===== src/rtl/y86_pkg.sv =====
// Shared Y86-64 definitions: icode values, instruction size limits and the
// byte-fetcher FSM state encoding.
package y86_pkg;

   localparam logic [3:0] ICODE_HALT   = 4'h0;
   localparam logic [3:0] ICODE_NOP    = 4'h1;
   localparam logic [3:0] ICODE_RRMOVQ = 4'h2;
   localparam logic [3:0] ICODE_IRMOVQ = 4'h3;
   localparam logic [3:0] ICODE_RMMOVQ = 4'h4;
   localparam logic [3:0] ICODE_MRMOVQ = 4'h5;
   localparam logic [3:0] ICODE_OPQ    = 4'h6;
   localparam logic [3:0] ICODE_JXX    = 4'h7;
   localparam logic [3:0] ICODE_CALL   = 4'h8;
   localparam logic [3:0] ICODE_RET    = 4'h9;
   localparam logic [3:0] ICODE_PUSHQ  = 4'hA;
   localparam logic [3:0] ICODE_POPQ   = 4'hB;

   localparam int unsigned INSTR_BYTES_MAX = 10;
   localparam int unsigned INSTR_W         = 8 * INSTR_BYTES_MAX;

   typedef enum logic [1:0] {
      ST_IDLE,
      ST_ISSUE,
      ST_WAIT,
      ST_DONE
   } fetch_state_e;

endpackage


===== src/rtl/instr_len_decode.sv =====
// Instruction length in bytes from icode alone; undefined icodes report one
// byte so the fetch stage can flag them as invalid.
module instr_len_decode
   import y86_pkg::*;
(
   input  logic [3:0] icode,
   output logic [3:0] len_c
);

   always_comb begin
      len_c = 4'd1;
      case (icode)
         ICODE_RRMOVQ, ICODE_OPQ, ICODE_PUSHQ, ICODE_POPQ:
            len_c = 4'd2;
         ICODE_IRMOVQ, ICODE_RMMOVQ, ICODE_MRMOVQ:
            len_c = 4'(INSTR_BYTES_MAX);
         ICODE_JXX, ICODE_CALL:
            len_c = 4'd9;
         default:
            len_c = 4'd1;
      endcase
   end

endmodule


===== src/rtl/instr_byte_fetcher.sv =====
// Gathers one instruction a byte at a time from byte-wide instruction memory
// (single read outstanding) and hands the packed word to fetch.
module instr_byte_fetcher
   import y86_pkg::*;
#(
   parameter int unsigned MEM_SIZE = 1024,
   parameter int unsigned ADDR_W   = 64
) (
   input  logic              clk,
   input  logic              rst_n,
   input  logic              flush,
   input  logic              req_valid,
   output logic              req_ready,
   input  logic [ADDR_W-1:0] req_pc,
   output logic              mem_rd_en,
   output logic [ADDR_W-1:0] mem_addr,
   input  logic [7:0]        mem_rdata,
   input  logic              mem_rvalid,
   output logic              out_valid,
   input  logic              out_ready,
   output logic [0:INSTR_W-1] instr,
   output logic [ADDR_W-1:0] out_pc,
   output logic              imem_error
);

   localparam logic [ADDR_W-1:0] MEM_LIMIT = ADDR_W'(MEM_SIZE);

   fetch_state_e       state_q, state_d;
   logic [3:0]         cnt_q, cnt_d;
   logic [3:0]         len_q, len_d;
   logic [3:0]         dec_len_c;
   logic [ADDR_W-1:0]  pc_d, addr_d;
   logic [0:INSTR_W-1] instr_d;
   logic               err_d;
   logic               rd_en_q, rd_en_d;
   logic               ready_d, valid_d;

   instr_len_decode u_len (
      .icode (mem_rdata[7:4]),
      .len_c (dec_len_c)
   );

   // Strobe is precomputed one cycle early; a flush landing in ISSUE kills it.
   assign mem_rd_en = rd_en_q & ~flush;

   always_comb begin
      state_d = state_q;
      cnt_d   = cnt_q;
      len_d   = len_q;
      pc_d    = out_pc;
      addr_d  = mem_addr;
      instr_d = instr;
      err_d   = imem_error;

      if (flush) begin
         state_d = ST_IDLE;
      end else begin
         case (state_q)
            ST_IDLE: begin
               if (req_valid) begin
                  pc_d    = req_pc;
                  addr_d  = req_pc;
                  cnt_d   = 4'd0;
                  len_d   = 4'd0;
                  instr_d = '0;
                  err_d   = 1'b0;
                  state_d = ST_ISSUE;
               end
            end
            ST_ISSUE: begin
               if (mem_addr >= MEM_LIMIT) begin
                  err_d   = 1'b1;
                  state_d = ST_DONE;
               end else begin
                  state_d = ST_WAIT;
               end
            end
            ST_WAIT: begin
               if (mem_rvalid) begin
                  for (int unsigned k = 0; k < INSTR_BYTES_MAX; k++) begin
                     if (cnt_q == 4'(k)) instr_d[8*k +: 8] = mem_rdata;
                  end
                  cnt_d = cnt_q + 4'd1;
                  // First byte carries the icode that fixes the length.
                  if (cnt_q == 4'd0) len_d = dec_len_c;
                  if (cnt_d == len_d) begin
                     state_d = ST_DONE;
                  end else begin
                     addr_d  = out_pc + ADDR_W'(cnt_d);
                     state_d = ST_ISSUE;
                  end
               end
            end
            ST_DONE: begin
               if (out_ready) state_d = ST_IDLE;
            end
            default: state_d = ST_IDLE;
         endcase
      end

      rd_en_d = (state_d == ST_ISSUE) && (addr_d < MEM_LIMIT);
      ready_d = (state_d == ST_IDLE);
      valid_d = (state_d == ST_DONE);
   end

   always_ff @(posedge clk) begin
      if (!rst_n) begin
         state_q    <= ST_IDLE;
         cnt_q      <= 4'd0;
         len_q      <= 4'd0;
         out_pc     <= '0;
         mem_addr   <= '0;
         instr      <= '0;
         imem_error <= 1'b0;
         rd_en_q    <= 1'b0;
         req_ready  <= 1'b1;
         out_valid  <= 1'b0;
      end else begin
         state_q    <= state_d;
         cnt_q      <= cnt_d;
         len_q      <= len_d;
         out_pc     <= pc_d;
         mem_addr   <= addr_d;
         instr      <= instr_d;
         imem_error <= err_d;
         rd_en_q    <= rd_en_d;
         req_ready  <= ready_d;
         out_valid  <= valid_d;
      end
   end

endmodule


===== config.mk =====
export PLATFORM = sky130hd
export DESIGN_NAME = instr_byte_fetcher
export DESIGN_NICKNAME = d
export VERILOG_FILES = /design/src/rtl/y86_pkg.sv /design/src/rtl/instr_len_decode.sv /design/src/rtl/instr_byte_fetcher.sv
export SDC_FILE = /design/constraint.sdc
export NUM_CORES = 1
export LEC_CHECK = 0
export BUFFER_PORTS_ARGS = -buffer_cell sky130_fd_sc_hd__buf_2
export CORE_ASPECT_RATIO = 1.25
export CORE_MARGIN = 2
export CORE_UTILIZATION = 48
export CTS_CLUSTER_DIAMETER = 200
export DETAILED_ROUTE_END_ITERATION = 12
export GPL_TIMING_DRIVEN = 0
export HOLD_SLACK_MARGIN = 0.15
export PLACE_DENSITY = 0.73
export SLEW_MARGIN = 15
export SYNTH_ARGS = -nofsm -noshare
export SYNTH_HDL_FRONTEND = slang
export SYNTH_SLANG_ARGS = --single-unit

===== constraint.sdc =====
create_clock -name clk -period 4.1 [get_ports clk]
set_input_delay 1.23 -clock clk [delete_from_list [all_inputs] [get_ports clk]]
set_output_delay 1.23 -clock clk [all_outputs]
set_load 0.05 [all_outputs]

Word-level counts from Yosys, hierarchy flattened
Memories as Yosys holds them, arrays and structs flattened.
Cells that the tools add are included.
{"block": "op_classes", "add_sub_neg": 2, "order_cmp": 2, "eq_ne": 28, "n_mux": 37, "n_bitwise": 2, "n_reduce_logical": 19}
{"cell": "$mux 64", "count": 4}
{"cell": "$mux 80", "count": 2}
{"cell": "$pmux 80 s2", "count": 1}
{"cell": "$pmux 64 s2", "count": 1}
{"cell": "$mux 8", "count": 10}
{"cell": "$add 64x4->64", "count": 1}
{"cell": "$ge 64x11->1 const B", "count": 1}
{"cell": "$lt 64x11->1 const B", "count": 1}
{"cell": "$reduce_and 5->1", "count": 10}
{"cell": "$mux 4", "count": 7}
{"cell": "$ne 2x2->1 const B", "count": 13}
{"cell": "$eq 4x3->1 const B", "count": 4}
{"cell": "$pmux 4 s2", "count": 2}
{"cell": "$mux 2", "count": 5}
{"cell": "$eq 4x2->1 const B", "count": 2}
{"cell": "$eq 4x4->1 const B", "count": 2}
{"cell": "$pmux 2 s4", "count": 1}
{"cell": "$reduce_and 4->1", "count": 2}
{"cell": "$eq 2x2->1 const B", "count": 3}
{"cell": "$add 4x1->4 const B", "count": 1}
{"cell": "$eq 2x1->1 const B", "count": 2}
{"cell": "$eq 4x1->1 const B", "count": 1}
{"cell": "$eq 4x4->1", "count": 1}
{"cell": "$logic_not 2->1", "count": 2}
{"cell": "other kinds (8)", "count": 11}
{"block": "word_totals", "regBits": 222, "mem_bits_ro": 48, "input_bits": 78, "out_inout_bits": 212, "word_cells": 110, "n_memories": 1}
{"memory": "(no name shown)", "words": 16, "word_bits": 3, "rd": 1, "rd_ports_with_merged_regs": 0, "wr": 0, "line": "instr_len_decode.sv:12", "text": "case (icode)"}

Logic depth before layout (Yosys ltp)
{"block": "logic_depth", "depth_word": 12, "ltp_mapped": 17, "mapped_depth_nobuf": 14}

Modules after synthesis
A second synthesis with hierarchy kept.
{"block": "hier_totals", "hier_cells": 1379, "hier_area_um2": 10946.7}
{"mod": "instr_byte_fetcher", "n_inst": 1, "cells_each": 1370, "area_per_inst_um2": 10887.9, "seq_area_each_um2": 4444.3}
{"mod": "instr_len_decode", "n_inst": 1, "cells_each": 9, "area_per_inst_um2": 58.8, "seq_area_each_um2": 0.0}

Worst setup path before layout
No wires, ideal clock.
{"block": "synth_path", "path_type": "flip-flop to flip-flop", "from": "reg cnt_q[0]", "to": "reg rd_en_q", "setup_ps": 88, "arrival_time_ps": 3756, "required_ps": 4012, "slack_ps": 256, "stages_incl_launch_ff": 17, "path_buffers": 2, "period_less_slack_ps": 3844, "path_cell_list": "dfxtp_1 -> nand3_1 -> xor2_1 -> inv_1 -> ha_1 -> o21ai_0 -> or2_2 -> clkbuf_1 -> or3_1 -> clkbuf_1 -> nor4_1 -> xor2_1 -> a221o_1 -> nand4b_1 -> nor4b_2 -> nand4_1 -> nor4_2"}
{"block": "synth_between", "elab_chain_cells": 12, "elab_cells_between_ends": 19, "classes_between": "2 x add/sub; 1 x order compare; 2 x eq/ne; 12 x mux; 2 x reduce/logical"}
{"element": "start: declaration", "line": "instr_byte_fetcher.sv:29", "text": "logic [3:0] cnt_q, cnt_d;"}
{"element": "start signal: assignment", "line": "instr_byte_fetcher.sv:120", "text": "cnt_q <= cnt_d;"}
{"element": "branches (longest 11 deep; another with $add 64x4->64)"}
{"element": "$logic_and 1x1->1 (*)", "line": "instr_byte_fetcher.sv:101", "text": "rd_en_d = (state_d == ST_ISSUE) && (addr_d < MEM_LIMIT);"}
{"element": "end signal: assignment", "line": "instr_byte_fetcher.sv:126", "text": "rd_en_q <= rd_en_d;"}
{"element": "end: declaration", "line": "instr_byte_fetcher.sv:35", "text": "logic rd_en_q, rd_en_d;"}
Every way passes the cells marked *. The select of a mux whose other input is x is not followed.
A chain may end at the register's enable or synchronous reset.

Worst setup path after layout
{"block": "layout_path", "from": "in req_valid", "to": "reg rd_en_q"}
{"block": "layout_between", "elab_chain_cells": 5, "elab_cells_between_ends": 9, "classes_between": "1 x order compare; 1 x eq/ne; 6 x mux; 1 x reduce/logical"}
{"element": "start: declaration", "line": "instr_byte_fetcher.sv:12", "text": "input logic req_valid,"}
{"element": "$mux 64 / $mux 2 (equally long branches)", "line": "instr_byte_fetcher.sv:60", "text": "if (req_valid) begin"}
{"element": "$pmux 64 s2 / $pmux 2 s4 (equally long branches)", "line": "instr_byte_fetcher.sv:58", "text": "case (state_q)"}
{"element": "$mux 64 / $mux 2 (equally long branches)", "line": "instr_byte_fetcher.sv:55", "text": "if (flush) begin"}
{"element": "$lt 64x11->1 / $eq 2x1->1 (equally long branches)", "line": "instr_byte_fetcher.sv:101"}
{"element": "$logic_and 1x1->1 (*)", "line": "instr_byte_fetcher.sv:101"}
Every way passes the cells marked *; elsewhere a longest branch is shown, timed or not.

==> reports/results.ini <==
[detailed_routing]
wl_per_cell_um=22.5
vias=11600
via_per_inst=5.98
ant_nets=0
totalWireLength_um=43400
firstDrtPassIters=6
drc=0
drt-initial-drc-count=993

[yosys]
ys_seq_elements=222
synthArstFlopShare_pct=0
syn_nets=1403
syn_area_um2=10700
synth_most_common_cell=dfxtp_1
ys_warn_count=0
ys_types=70
synth_top_area_share_pct=41.4
synth-edff-count=0
yosysTopAreaCell=dfxtp_1
netlist_top_cells_area=dfxtp_1 41%, mux2i_1 7.4%, nand2_1 7.0%
postSynthCellCount=1316
avgSynthCellArea_um2=8.16
synthTopCellsByCount=222 x dfxtp_1, 201 x nand2_1, 158 x nor2_1
yosysSeqAreaShare_pct=41.4
synthFlopType=dfxtp_1

[place]
hpwl_um=33000
place_ws_ps=-1340
port_buffers=288
place_congestion=1.03

[cts]
cts_buffers=24
htreeDepth=1
cts_tree=yes
clkLatencyLatePin_ps=530
cts_sinks=222
clk_root_buffer_cell=clkbuf_16
clockBufferDepth=3
clk_pin_slew_ps=70

[power]
power.density_nw_per_um2=407
max-vdd-ir-drop_mv=0.358
p_leak_nw=5.99

[timing]
slew_viol_final=0
hold_viol=0
rsz0062_at_grt=yes
relSlewSlack_pct=20.3
min_period_over_period_pct=99.0
setup_tns_ps=0
worst_clock_skew_ps=12.2
final-setup-viol-count=0
post-route-min-period_ps=4060
tightestPinTransition_ps=1200
fin_ws_ps=41.2
fmax_ghz=0.246

[finish]
num-fill-cells=2033
drive_gt1_share_pct=23.6
seq_area_um2=4450
nets=1720
multiInputGateArea_um2=6040
area_growth_pct=26.6
utilization_pct=61.4

[hold_path]
worstHoldStart=instr[5]$_SDFFE_PN0P_
min_delay_path_depth=2
hold-path-endpoint=instr[5]$_SDFFE_PN0P_
min_path_type=reg -> reg

[floorplanning]
die_h_um=171
start_util_pct=48.5
rows=61
ios=290
core_area_um2=22100
dieArea_um2=23600
fp.dieW_um=138

[setup_path]
crit_chain=buf_2 > nor2b_1 > clkbuf_1 > nand2_1 > clkbuf_1 > clkbuf_2 > nor2_1 > nor3_1 > nand4b_1 > nor4b_4 > nand4_1 > nor4_2
critical-path-slowest-cell=clkbuf_1
r2r-start=cnt_q[0]$_SDFFE_PN0P_
max_stage_delay_ps=660
critPathMaxFanout=10
cpMostUsedCell=clkbuf_1
crit_type=in -> reg
end_kind=register
r2r_slack_ps=80
cp.arrival_ps=4510
rr_worst_depth=14
worst_r2r_endpoint=rd_en_q$_SDFF_PN0_
cp-start-kind=input pin
required_ps=4550

[global_route]
grt_util_all_layers_pct=35.9
grt_overflow_total=0
grt_max_degree=14
grt_pass1_vias=10700
antenna_found_initial=4
grt_pass1_wl_um=63800

[run_status]
outcome=finished, final reports clean

[job]
max-cap-violations=0

==> cell type report <==
| class | instances | area share (%) |
|---|---|---|
| Timing Repair Buffer | 293 | 11.0 |
| Antenna cell | 1 | 0.0184 |
| Inverter | 16 | 0.442 |
| Buffer | 87 | 2.71 |
| Sequential cell | 222 | 32.7 |
| Clock buffer | 36 | 5.50 |
| Tap cell | 283 | 2.60 |
| Clock inverter | 6 | 0.608 |
| Multi-Input combinational cell | 989 | 44.4 |
==> layer usage <==
metal  vias to the layer above  share of wire [%]  global-route usage (%)  wire length (um)
met3                       154                 11                    8.72              4640
li1                       5262                  -                       -                 -
met1                      5440                 37                    43.0             15900
met4                         6                6.8                    21.8              2970
met2                       699                 46                    57.9             19900
met5                         -              0.094                       0                41
==> how the worst max path moves through the flow <==
stage                              end                  start  cells after the start  slack [ps]
3_3_place_gp   out_pc[13]$_SDFFE_PN0P_                  flush                     10       -1320
4_1_cts             rd_en_q$_SDFF_PN0_  cnt_q[0]$_SDFFE_PN0P_                     14           8
5_1_grt             rd_en_q$_SDFF_PN0_           mem_rdata[5]                     13         -70
3_5_place_dp   out_pc[35]$_SDFFE_PN0P_                  flush                     10       -1340
6_report            rd_en_q$_SDFF_PN0_              req_valid                     12          40
2_1_floorplan       rd_en_q$_SDFF_PN0_  cnt_q[0]$_SDFFE_PN0P_                     16         260
==> sequential cells by signal (all words and copies together), names as in the netlist <==
register and cells:
cnt_q 4, imem_error 1, instr 80, len_q 4, mem_addr 64, out_pc 64, out_valid 1, rd_en_q 1
req_ready 1, state_q 2
==> critical path, delay by kind of cell <==
kind | cells | cell delay [ps]
buffers and inverters | 4 | 1510
AND/OR/NAND/NOR | 8 | 1750
==> through the flow <==
stage                     hold slack [ps]  instances  cell area [um^2]  power (mW)
final                                 453       1933             13600        5.53
after floorplan                       468       1316             10700        2.95
after CTS                             453       1928             13500        5.51
after global placement                442       1887             12500        3.25
after global routing                  479       1932             13600        5.68
after detailed placement              445       1887             12500        3.26
==> cells by family after synthesis <==
kind of cell,Yosys count,synth area share (%)
buffers and inverters,105,3.94
DFF,222,41.4
AOI/OAI and AO/OA,251,15.0
muxes,82,7.68
xor gates and xnor gates,64,5.22
and+or+nand+nor,583,25.6
adders and majority gates,9,1.12
==> report_power, final <==
part	total (mW)	internal, mW	switching (mW)
clock	2.29	1.38	0.915
combinational	0.908	0.258	0.650
sequential	2.33	2.23	0.0993
total	5.53	3.86	1.67
==> timing repair <==
action,in CTS,in global routing
pin swaps,1,4
gates cloned,0,0
resized for setup,21,18
buffers inserted,1,4
endpoints found under the setup margin,71,26
hold buffers,0,0
==> cell usage in the layout, fill, tap and decap left out, types with 31 or more instances in the layout <==
cell type,netlist,layout
buf_2,5,292
xnor2_1,31,31
nor2_1,158,157
nand2_1,201,201
nand3_1,35,35
a21oi_1,123,122
dfxtp_1,222,221
clkbuf_1,69,64
mux2i_1,79,79
xor2_1,33,31
Note: power is estimated with default switching activity, not from simulation.
